--- src/rtl/fetch_pkg.sv ---
// Shared types and reset defaults for the instruction fetch front end.
package fetch_pkg;
    localparam int XLEN_DEF = 32;
    localparam logic [XLEN_DEF-1:0] RESET_PC_DEF = 32'h0000_0000;

    typedef enum logic [1:0] {
        IDLE,
        FETCH,
        DRAIN
    } fetch_state_t;

    typedef struct packed {
        logic [XLEN_DEF-1:0] pc;
        logic [XLEN_DEF-1:0] instr;
    } fetch_entry_t;
endpackage

--- src/rtl/fetch_fifo.sv ---
// Circular queue of fetch entries; the head is visible combinationally.
// Latency: a pushed entry reaches the head one cycle after the push.
// Backpressure: push while full is accepted only with a same-cycle pop; flush beats push and pop.
module fetch_fifo
    import fetch_pkg::*;
#(
    parameter int DEPTH = 4,
    parameter int CW    = $clog2(DEPTH) + 1
) (
    input  logic         clk,
    input  logic         rst,
    input  logic         i_push,
    input  logic         i_pop,
    input  logic         i_flush,
    input  fetch_entry_t i_dat,
    output fetch_entry_t o_head,
    output logic [CW-1:0] o_count,
    output logic         o_full,
    output logic         o_empty
);
    localparam int AW = $clog2(DEPTH);

    fetch_entry_t  r_mem [DEPTH];
    logic [AW-1:0] r_wr_ptr;
    logic [AW-1:0] r_rd_ptr;
    logic [CW-1:0] r_count;
    logic          w_do_push;
    logic          w_do_pop;

    assign w_do_pop  = i_pop && (r_count != '0);
    assign w_do_push = i_push && (!o_full || w_do_pop);

    always_ff @(posedge clk or negedge rst) begin
        if (!rst) begin
            r_wr_ptr <= '0;
            r_rd_ptr <= '0;
            r_count  <= '0;
        end else if (i_flush) begin
            r_wr_ptr <= '0;
            r_rd_ptr <= '0;
            r_count  <= '0;
        end else begin
            if (w_do_push) r_wr_ptr <= r_wr_ptr + AW'(1);
            if (w_do_pop)  r_rd_ptr <= r_rd_ptr + AW'(1);
            r_count <= r_count + CW'(w_do_push) - CW'(w_do_pop);
        end
    end

    // Storage needs no reset: the count alone decides what is valid.
    always_ff @(posedge clk) begin
        if (w_do_push && !i_flush) r_mem[r_wr_ptr] <= i_dat;
    end

    assign o_head  = r_mem[r_rd_ptr];
    assign o_count = r_count;
    assign o_full  = (r_count == CW'(DEPTH));
    assign o_empty = (r_count == '0);
endmodule

--- src/rtl/fetch_prefetch_unit.sv ---
// Fetch front end: issues sequential word fetches, queues returns with PC, flushes on redirect.
// Latency: memory response to instr_valid is 1 cycle; 0 when FETCH_BYPASS_EN is defined.
// Backpressure: issue stops once queued + in-flight reaches DEPTH; out_ready low holds the head.
module fetch_prefetch_unit
    import fetch_pkg::*;
#(
    parameter int              XLEN     = XLEN_DEF,
    parameter int              DEPTH    = 4,
    parameter logic [XLEN-1:0] RESET_PC = RESET_PC_DEF
) (
    input  logic            clk,
    input  logic            rst,
    output logic            imem_req_valid,
    output logic [XLEN-1:0] imem_req_addr,
    input  logic            imem_req_ready,
    input  logic            imem_rsp_valid,
    input  logic [XLEN-1:0] imem_rsp_data,
    input  logic            redirect_valid,
    input  logic [XLEN-1:0] redirect_pc,
    input  logic            out_ready,
    output logic            instr_valid,
    output logic [XLEN-1:0] instr,
    output logic [XLEN-1:0] instr_pc,
    output logic [XLEN-1:0] instr_pc_plus4
);
    localparam int              CW      = $clog2(DEPTH) + 1;
    localparam logic [CW:0]     CAP     = (CW + 1)'(DEPTH);
    localparam logic [XLEN-1:0] PC_STEP = XLEN'(4);

    fetch_state_t    r_state;
    fetch_state_t    w_state_nxt;
    logic [XLEN-1:0] r_fetch_pc;
    logic [XLEN-1:0] r_resp_pc;
    logic [CW-1:0]   r_outstanding;
    logic [CW-1:0]   r_drop_cnt;
    logic [CW-1:0]   w_drop_nxt;
    logic [CW-1:0]   w_count;
    logic            w_full;
    logic            w_empty;
    fetch_entry_t    w_head;
    fetch_entry_t    w_push_dat;
    logic            w_rsp;
    logic            w_rsp_live;
    logic            w_byp;
    logic            w_push;
    logic            w_pop;
    logic            w_issue;
    logic            w_credit;

    // A response with nothing outstanding is spurious and ignored.
    assign w_rsp      = imem_rsp_valid && (r_outstanding != '0);
    assign w_rsp_live = w_rsp && (r_state == FETCH) && !redirect_valid;
`ifdef FETCH_BYPASS_EN
    assign w_byp      = w_rsp_live && w_empty;
`else
    assign w_byp      = 1'b0;
`endif
    assign w_push     = w_rsp_live && !(w_byp && out_ready);
    assign w_pop      = !w_empty && out_ready;
    assign w_credit   = ({1'b0, w_count} + {1'b0, r_outstanding}) < CAP;
    assign w_issue    = imem_req_valid && imem_req_ready;
    assign w_push_dat = '{pc: r_resp_pc, instr: imem_rsp_data};
    assign imem_req_addr = r_fetch_pc;

    fetch_fifo #(.DEPTH(DEPTH)) u_fifo (
        .clk     (clk),
        .rst     (rst),
        .i_push  (w_push),
        .i_pop   (w_pop),
        .i_flush (redirect_valid),
        .i_dat   (w_push_dat),
        .o_head  (w_head),
        .o_count (w_count),
        .o_full  (w_full),
        .o_empty (w_empty)
    );

    always_ff @(posedge clk or negedge rst) begin
        if (!rst) r_state <= IDLE;
        else      r_state <= w_state_nxt;
    end

    // Responses still in flight at a redirect belong to the old path and are dropped.
    always_comb begin
        w_state_nxt    = r_state;
        w_drop_nxt     = r_drop_cnt;
        imem_req_valid = 1'b0;
        if (redirect_valid) begin
            w_drop_nxt  = r_outstanding - CW'(w_rsp);
            w_state_nxt = (w_drop_nxt != '0) ? DRAIN : FETCH;
        end else begin
            case (r_state)
                IDLE:  w_state_nxt = FETCH;
                FETCH: imem_req_valid = w_credit;
                DRAIN: begin
                    if (w_rsp) w_drop_nxt = r_drop_cnt - CW'(1);
                    if (w_drop_nxt == '0) w_state_nxt = FETCH;
                end
                default: w_state_nxt = IDLE;
            endcase
        end
    end

    always_ff @(posedge clk or negedge rst) begin
        if (!rst) begin
            r_fetch_pc    <= RESET_PC;
            r_resp_pc     <= RESET_PC;
            r_outstanding <= '0;
            r_drop_cnt    <= '0;
        end else begin
            r_drop_cnt    <= w_drop_nxt;
            r_outstanding <= r_outstanding + CW'(w_issue) - CW'(w_rsp);
            if (redirect_valid) begin
                r_fetch_pc <= redirect_pc;
                r_resp_pc  <= redirect_pc;
            end else begin
                if (w_issue)    r_fetch_pc <= r_fetch_pc + PC_STEP;
                if (w_rsp_live) r_resp_pc  <= r_resp_pc + PC_STEP;
            end
        end
    end

    always_comb begin
        instr_valid = !w_empty;
        instr       = w_empty ? '0 : w_head.instr;
        instr_pc    = w_empty ? '0 : w_head.pc;
        if (w_byp) begin
            instr_valid = 1'b1;
            instr       = imem_rsp_data;
            instr_pc    = r_resp_pc;
        end
    end

    assign instr_pc_plus4 = instr_valid ? (instr_pc + PC_STEP) : '0;

    a_no_overflow: assert property (@(posedge clk) disable iff (!rst)
        !(w_push && w_full && !w_pop));
endmodule

--- config.mk ---
export PLATFORM = sky130hd
export DESIGN_NAME = fetch_prefetch_unit
export DESIGN_NICKNAME = d
export VERILOG_FILES = /design/src/rtl/fetch_pkg.sv /design/src/rtl/fetch_fifo.sv /design/src/rtl/fetch_prefetch_unit.sv
export SDC_FILE = /design/constraint.sdc
export NUM_CORES = 1
export LEC_CHECK = 0
export CORE_MARGIN = 4
export CORE_UTILIZATION = 25
export DETAILED_ROUTE_END_ITERATION = 12
export HOLD_SLACK_MARGIN = 0.06
export PLACE_DENSITY = 0.53
export SLEW_MARGIN = 10
export SYNTH_ARGS = -nofsm -noshare
export SYNTH_HDL_FRONTEND = slang
export SYNTH_HIERARCHICAL = 1
export SYNTH_SLANG_ARGS = --single-unit
--- constraint.sdc ---
create_clock -name clk -period 6.45 [get_ports clk]
set_input_delay 1.29 -clock clk [delete_from_list [all_inputs] [get_ports clk]]
set_output_delay 1.29 -clock clk [all_outputs]
set_load 0.02 [all_outputs]
# Word-level counts from Yosys, hierarchy flattened
# Memories as Yosys holds them, arrays and structs flattened.
# Index checks and enable logic that the tools add are counted.
[totals] output_inout_bits=130 wordCells=76 memories=1 in_bits=70 ramBits=256 regBits=79
[mem_list] memory="u_fifo.r_mem" words=4 word_bits=64 read_ports=1 rd_ports_with_merged_regs=0 wr=1 line="fetch_fifo.sv:23" rtl="fetch_entry_t r_mem [DEPTH];"
[op_classes] n_lt_le_gt_ge=1 addsub=12 reduce_logical=24 eq_ne=5 muxes=25
[ops] cell="2-to-1 mux 32 bit" n=7
[ops] cell="adder 32 x 3 -> 32 bit, second input constant" n=3
[ops] cell="2-to-1 mux 3 bit" n=6
[ops] cell="2-to-1 mux 2 bit" n=7
[ops] cell="nonzero test 2 bit" n=5
[ops] cell="nonzero test 3 bit" n=3
[ops] cell="subtractor 3 x 1 -> 3 bit" n=3
[ops] cell="logical AND 1 bit" n=8
[ops] cell="adder 3 x 1 -> 3 bit" n=2
[ops] cell="logical NOT 3 bit" n=2
[ops] cell="case mux 2 bit (3 select lines)" n=1
[ops] cell="adder 2 x 1 -> 2 bit, second input constant" n=2
[ops] cell="adder 3 x 3 -> 4 bit" n=1
[ops] cell="< comparator 4 x 3 -> 1 bit, second input constant" n=1
[ops] cell="2-to-1 mux 1 bit" n=4
[ops] cell="equality test 3 bit, second input constant" n=1
[ops] cell="logical NOT 1 bit" n=3
[ops] cell="inequality test 3 bit, second input constant" n=1
[ops] cell="subtractor 3 x 1 -> 3 bit, second input constant" n=1
[ops] cell="equality test 2 x 1 -> 1 bit, second input constant" n=1
[ops] cell="equality test 2 bit, second input constant" n=1
[ops] cell="logical NOT 2 bit" n=1
[ops] cell="inequality test 2 bit, second input constant" n=1
[ops] cell="AND reduction 2 bit" n=1
[ops] cell="logical OR 1 bit" n=1

# Longest topological paths before layout
[logic_depth] word_depth=9 mapped_depth=12 depth_no_buf=10

# Modules after synthesis
# Netlist, hierarchy kept.
[by_module_without_submodules] mod="fetch_fifo" seq_area_each_um2=7862.5 n_inst=1 area_each_um2=9718.1 cells_each=379
[by_module_without_submodules] mod="fetch_prefetch_unit" seq_area_each_um2=1801.7 n_inst=1 area_each_um2=5223.8 cells_each=625

# Least setup slack after synthesis
# OpenSTA, ideal clock, no wires.
[synth_timing] path_kind="reg2out" from="reg u_fifo.r_count[1], in the netlist u_fifo/o_count[1]" to="out instr_pc_plus4[28]" path_slack_ns=2.162 n_path_buf=2 path_stages_with_launch=11 required_ns=5.160 arrival_ns=2.998 path_cell_list="dfrtp_1 > nor3_1 > clkbuf_1 > clkbuf_1 > nor2b_1 > ha_1 > nand3_1 > nor4_1 > nand4_1 > xor2_1 > nor2_1"
[synth_via] elab_chain_len=4
[synth_lines] item="start, declared" line="fetch_fifo.sv:26" rtl="logic [CW-1:0] r_count;"
[synth_lines] item="start signal, assigned" line="fetch_fifo.sv:45" rtl="r_count <= r_count + CW'(w_do_push) - CW'(w_do_pop);"
[synth_lines] item="logical NOT 3 bit" line="fetch_fifo.sv:57" rtl="assign o_empty = (r_count == '0);"
[synth_lines] item="named net w_empty" line="fetch_prefetch_unit.sv:39" rtl="logic w_empty;"
[synth_lines] item="2-to-1 mux 32 bit" line="fetch_prefetch_unit.sv:126" rtl="instr_pc = w_empty ? '0 : w_head.pc;"
[synth_lines] item="named net instr_pc[3]" line="fetch_prefetch_unit.sv:23" rtl="output logic [XLEN-1:0] instr_pc,"
[synth_lines] item="adder 32 x 3 -> 32 bit" line="fetch_prefetch_unit.sv:134" rtl="assign instr_pc_plus4 = instr_valid ? (instr_pc + PC_STEP) : '0;"
[synth_lines] item="2-to-1 mux 32 bit" line="fetch_prefetch_unit.sv:134"
[synth_lines] item="end, declared" line="fetch_prefetch_unit.sv:24" rtl="output logic [XLEN-1:0] instr_pc_plus4"
# The timed path passes the listed nets, and every way through them passes these cells.

==> impl_metrics.json <==
{
  "insertion_delay_ns": 0.53,
  "relSlewSlack": 0.294,
  "worstSetupStartpointType": "flip-flop",
  "grt_max_degree": 95,
  "vias_per_cell": 4.70,
  "p_leak_nw": 6.17,
  "cts_tree": "yes",
  "cp_max_fo": 26,
  "rsz0062_at_grt": "no",
  "antenna_cells": 0,
  "final_core_util": 0.322,
  "grt_overflow_total": 0,
  "drive_above_1_share": 0.130,
  "combPwrFrac": 0.148,
  "finalNonFillerCells": 2010,
  "maxSlewViolCount": 0,
  "dr.pass1.iters": 5,
  "hpwl_um": 27300,
  "setup_slack_ns": 0.862,
  "p_seq_frac": 0.461,
  "drt.antenna.violating_nets": 0,
  "drt_wl_total_um": 40400,
  "worst_pin_slew_ns": 1.06,
  "cts-buffers-inserted": 38,
  "worst-endpoint-arrival_ns": 4.30,
  "track_usage": 0.124,
  "design_area_mm2": 0.0191,
  "initial_core_util": 0.253,
  "area_growth_syn_to_layout_pct": 27.6,
  "syn_area_per_cell_um2": 14.9,
  "min_path_type": "reg2reg",
  "syn_nets": 1090,
  "grt_pass1_wl_um": 61100,
  "die_area_mm2": 0.0637,
  "cts_hold_buf": 0,
  "io_pins": 200,
  "post-cts-setup-buffers": 0,
  "timing.critical_path.to": "instr_pc_plus4[29]",
  "place.gp.congestion": 0.777,
  "worstReg2RegStart": "u_fifo/o_count[1]",
  "clock.fmax_mhz": 179,
  "reg2reg_slack_ns": 3.03,
  "ctsResizeCount": 0,
  "wire_per_inst_um": 20.1,
  "drv_cap": 0,
  "clk_path_buf_depth": 3,
  "fin_skew_ns": 0.0109,
  "whs_ns": 0.530,
  "worstSetupEndpointType": "output pin",
  "rows": 89,
  "fp.coreArea_mm2": 0.0591,
  "placed_cells": 1940,
  "p_int_mw": 4.13,
  "cts_max_level": 2,
  "vdd_ir_drop_max_v": 0.000151,
  "clock-sinks": 335,
  "clk_pin_slew_ns": 0.06,
  "die_w_um": 252,
  "drt_iter0_markers": 498,
  "antenna_found_initial": 0,
  "numPortBuffers": 199,
  "first_global_vias": 9549,
  "yosysWarnings": 6,
  "hold_viol_final": 0,
  "min_period_ns": 5.59,
  "syn_area_mm2": 0.0149,
  "outcome": "finished clean",
  "sw_frac_of_total": 0.262,
  "die_y_um": 252,
  "crit_type": "reg2out",
  "power_density_mw_per_mm2": 294,
  "finalSetupTns_ns": 0,
  "nets": 1294,
  "via_count": 9447,
  "critPathLaunch": "u_fifo/r_rd_ptr[0]",
  "timing.rr.end": "r_outstanding[2]",
  "p_switching_mw": 1.47,
  "dp_worst_setup_slack_ns": 1.30,
  "rr_worst_depth": 11,
  "clkPwrFrac": 0.391,
  "cts_root_buffer": "clkbuf_16",
  "post-route-period-util": 0.866,
  "placed_area_mm2": 0.0178,
  "required_ns": 5.16,
  "total_power_mw": 5.60,
  "setup_viol_count_final": 0,
  "syn_inst": 1003,
  "drc": 0
}
==> worst min-delay path by stage <==
stage,depth (start not counted),from,to,slack (ns)
after floorplan,0,r_resp_pc[12],u_fifo/r_mem[0][44],0.47
after global placement,2,imem_req_addr[1],imem_req_addr[1],0.52
after detailed placement,2,imem_req_addr[1],imem_req_addr[1],0.53
after CTS,2,imem_req_addr[1],imem_req_addr[1],0.53
after global routing,2,imem_req_addr[1],imem_req_addr[1],0.56
final,2,imem_req_addr[1],imem_req_addr[1],0.53
==> layer usage <==
layer | part of all wire | vias up | track usage
li1 | - | 4274 | -
met1 | 0.47 | 4804 | 0.185
met2 | 0.45 | 333 | 0.190
met3 | 0.064 | 36 | 0.0244
met4 | 0.014 | 0 | 0.0233
met5 | 0 | - | 0
==> area by class of cell <==
| class | instances | area (µm²) |
|---|---|---|
| Clock buffer | 48 | 1020 |
| Clock inverter | 22 | 253 |
| Fill cell | 5774 | 40100 |
| Inverter | 26 | 97.6 |
| Multi-Input combinational cell | 594 | 4960 |
| Sequential cell | 335 | 9670 |
| Tap cell | 773 | 967 |
| Timing Repair Buffer | 212 | 2090 |
==> power groups by stage <==
stage | combinational [mW] | clock, mW | sequential, mW
2_1_floorplan | 0.439 | 0 | 2.59
4_1_cts | 0.846 | 2.26 | 2.58
6_report | 0.831 | 2.19 | 2.58
3_3_place_gp | 0.834 | 0 | 2.62
3_5_place_dp | 0.843 | 0 | 2.62
5_1_grt | 0.907 | 2.36 | 2.60
==> registers in the layout (all words and copies together) (netlist names) <==
signal           count
r_outstanding        3
r_drop_cnt           3
u_fifo/r_mem       256
u_fifo/r_rd_ptr      2
r_state              2
r_resp_pc           32
imem_req_addr       32
u_fifo/o_count       3
u_fifo/r_wr_ptr      2
==> critical path, stage by stage, from the launching register on <==
cell and delay [ns]:
dfrtp_4 0.68, mux4_2 0.49, nand4b_2 0.25, nor4_1 0.77, nand2_1 0.30, or4_1 0.53, nand2_1 0.12, clkdlybuf4s50_1 0.61
==> cell usage in the layout (no fill, tap or decap), types with 11 or more instances in the layout <==
master and instances:
edfxtp_1 256, ha_1 15, o311ai_0 12, mux4_2 64
xor2_1 34, nor3_1 12, clkdlybuf4s50_1 197, nand4_1 36
o211ai_1 11, nand3_1 43, dfrtp_1 77, buf_4 13
a21boi_0 14, clkbuf_16 39, o21ai_0 38, nor2b_1 65
clkinv_1 12, nor2_1 51, and3_1 16, inv_1 24
nand2_1 48, xnor2_1 30
No activity file was read; power rests on OpenSTA's default activity.
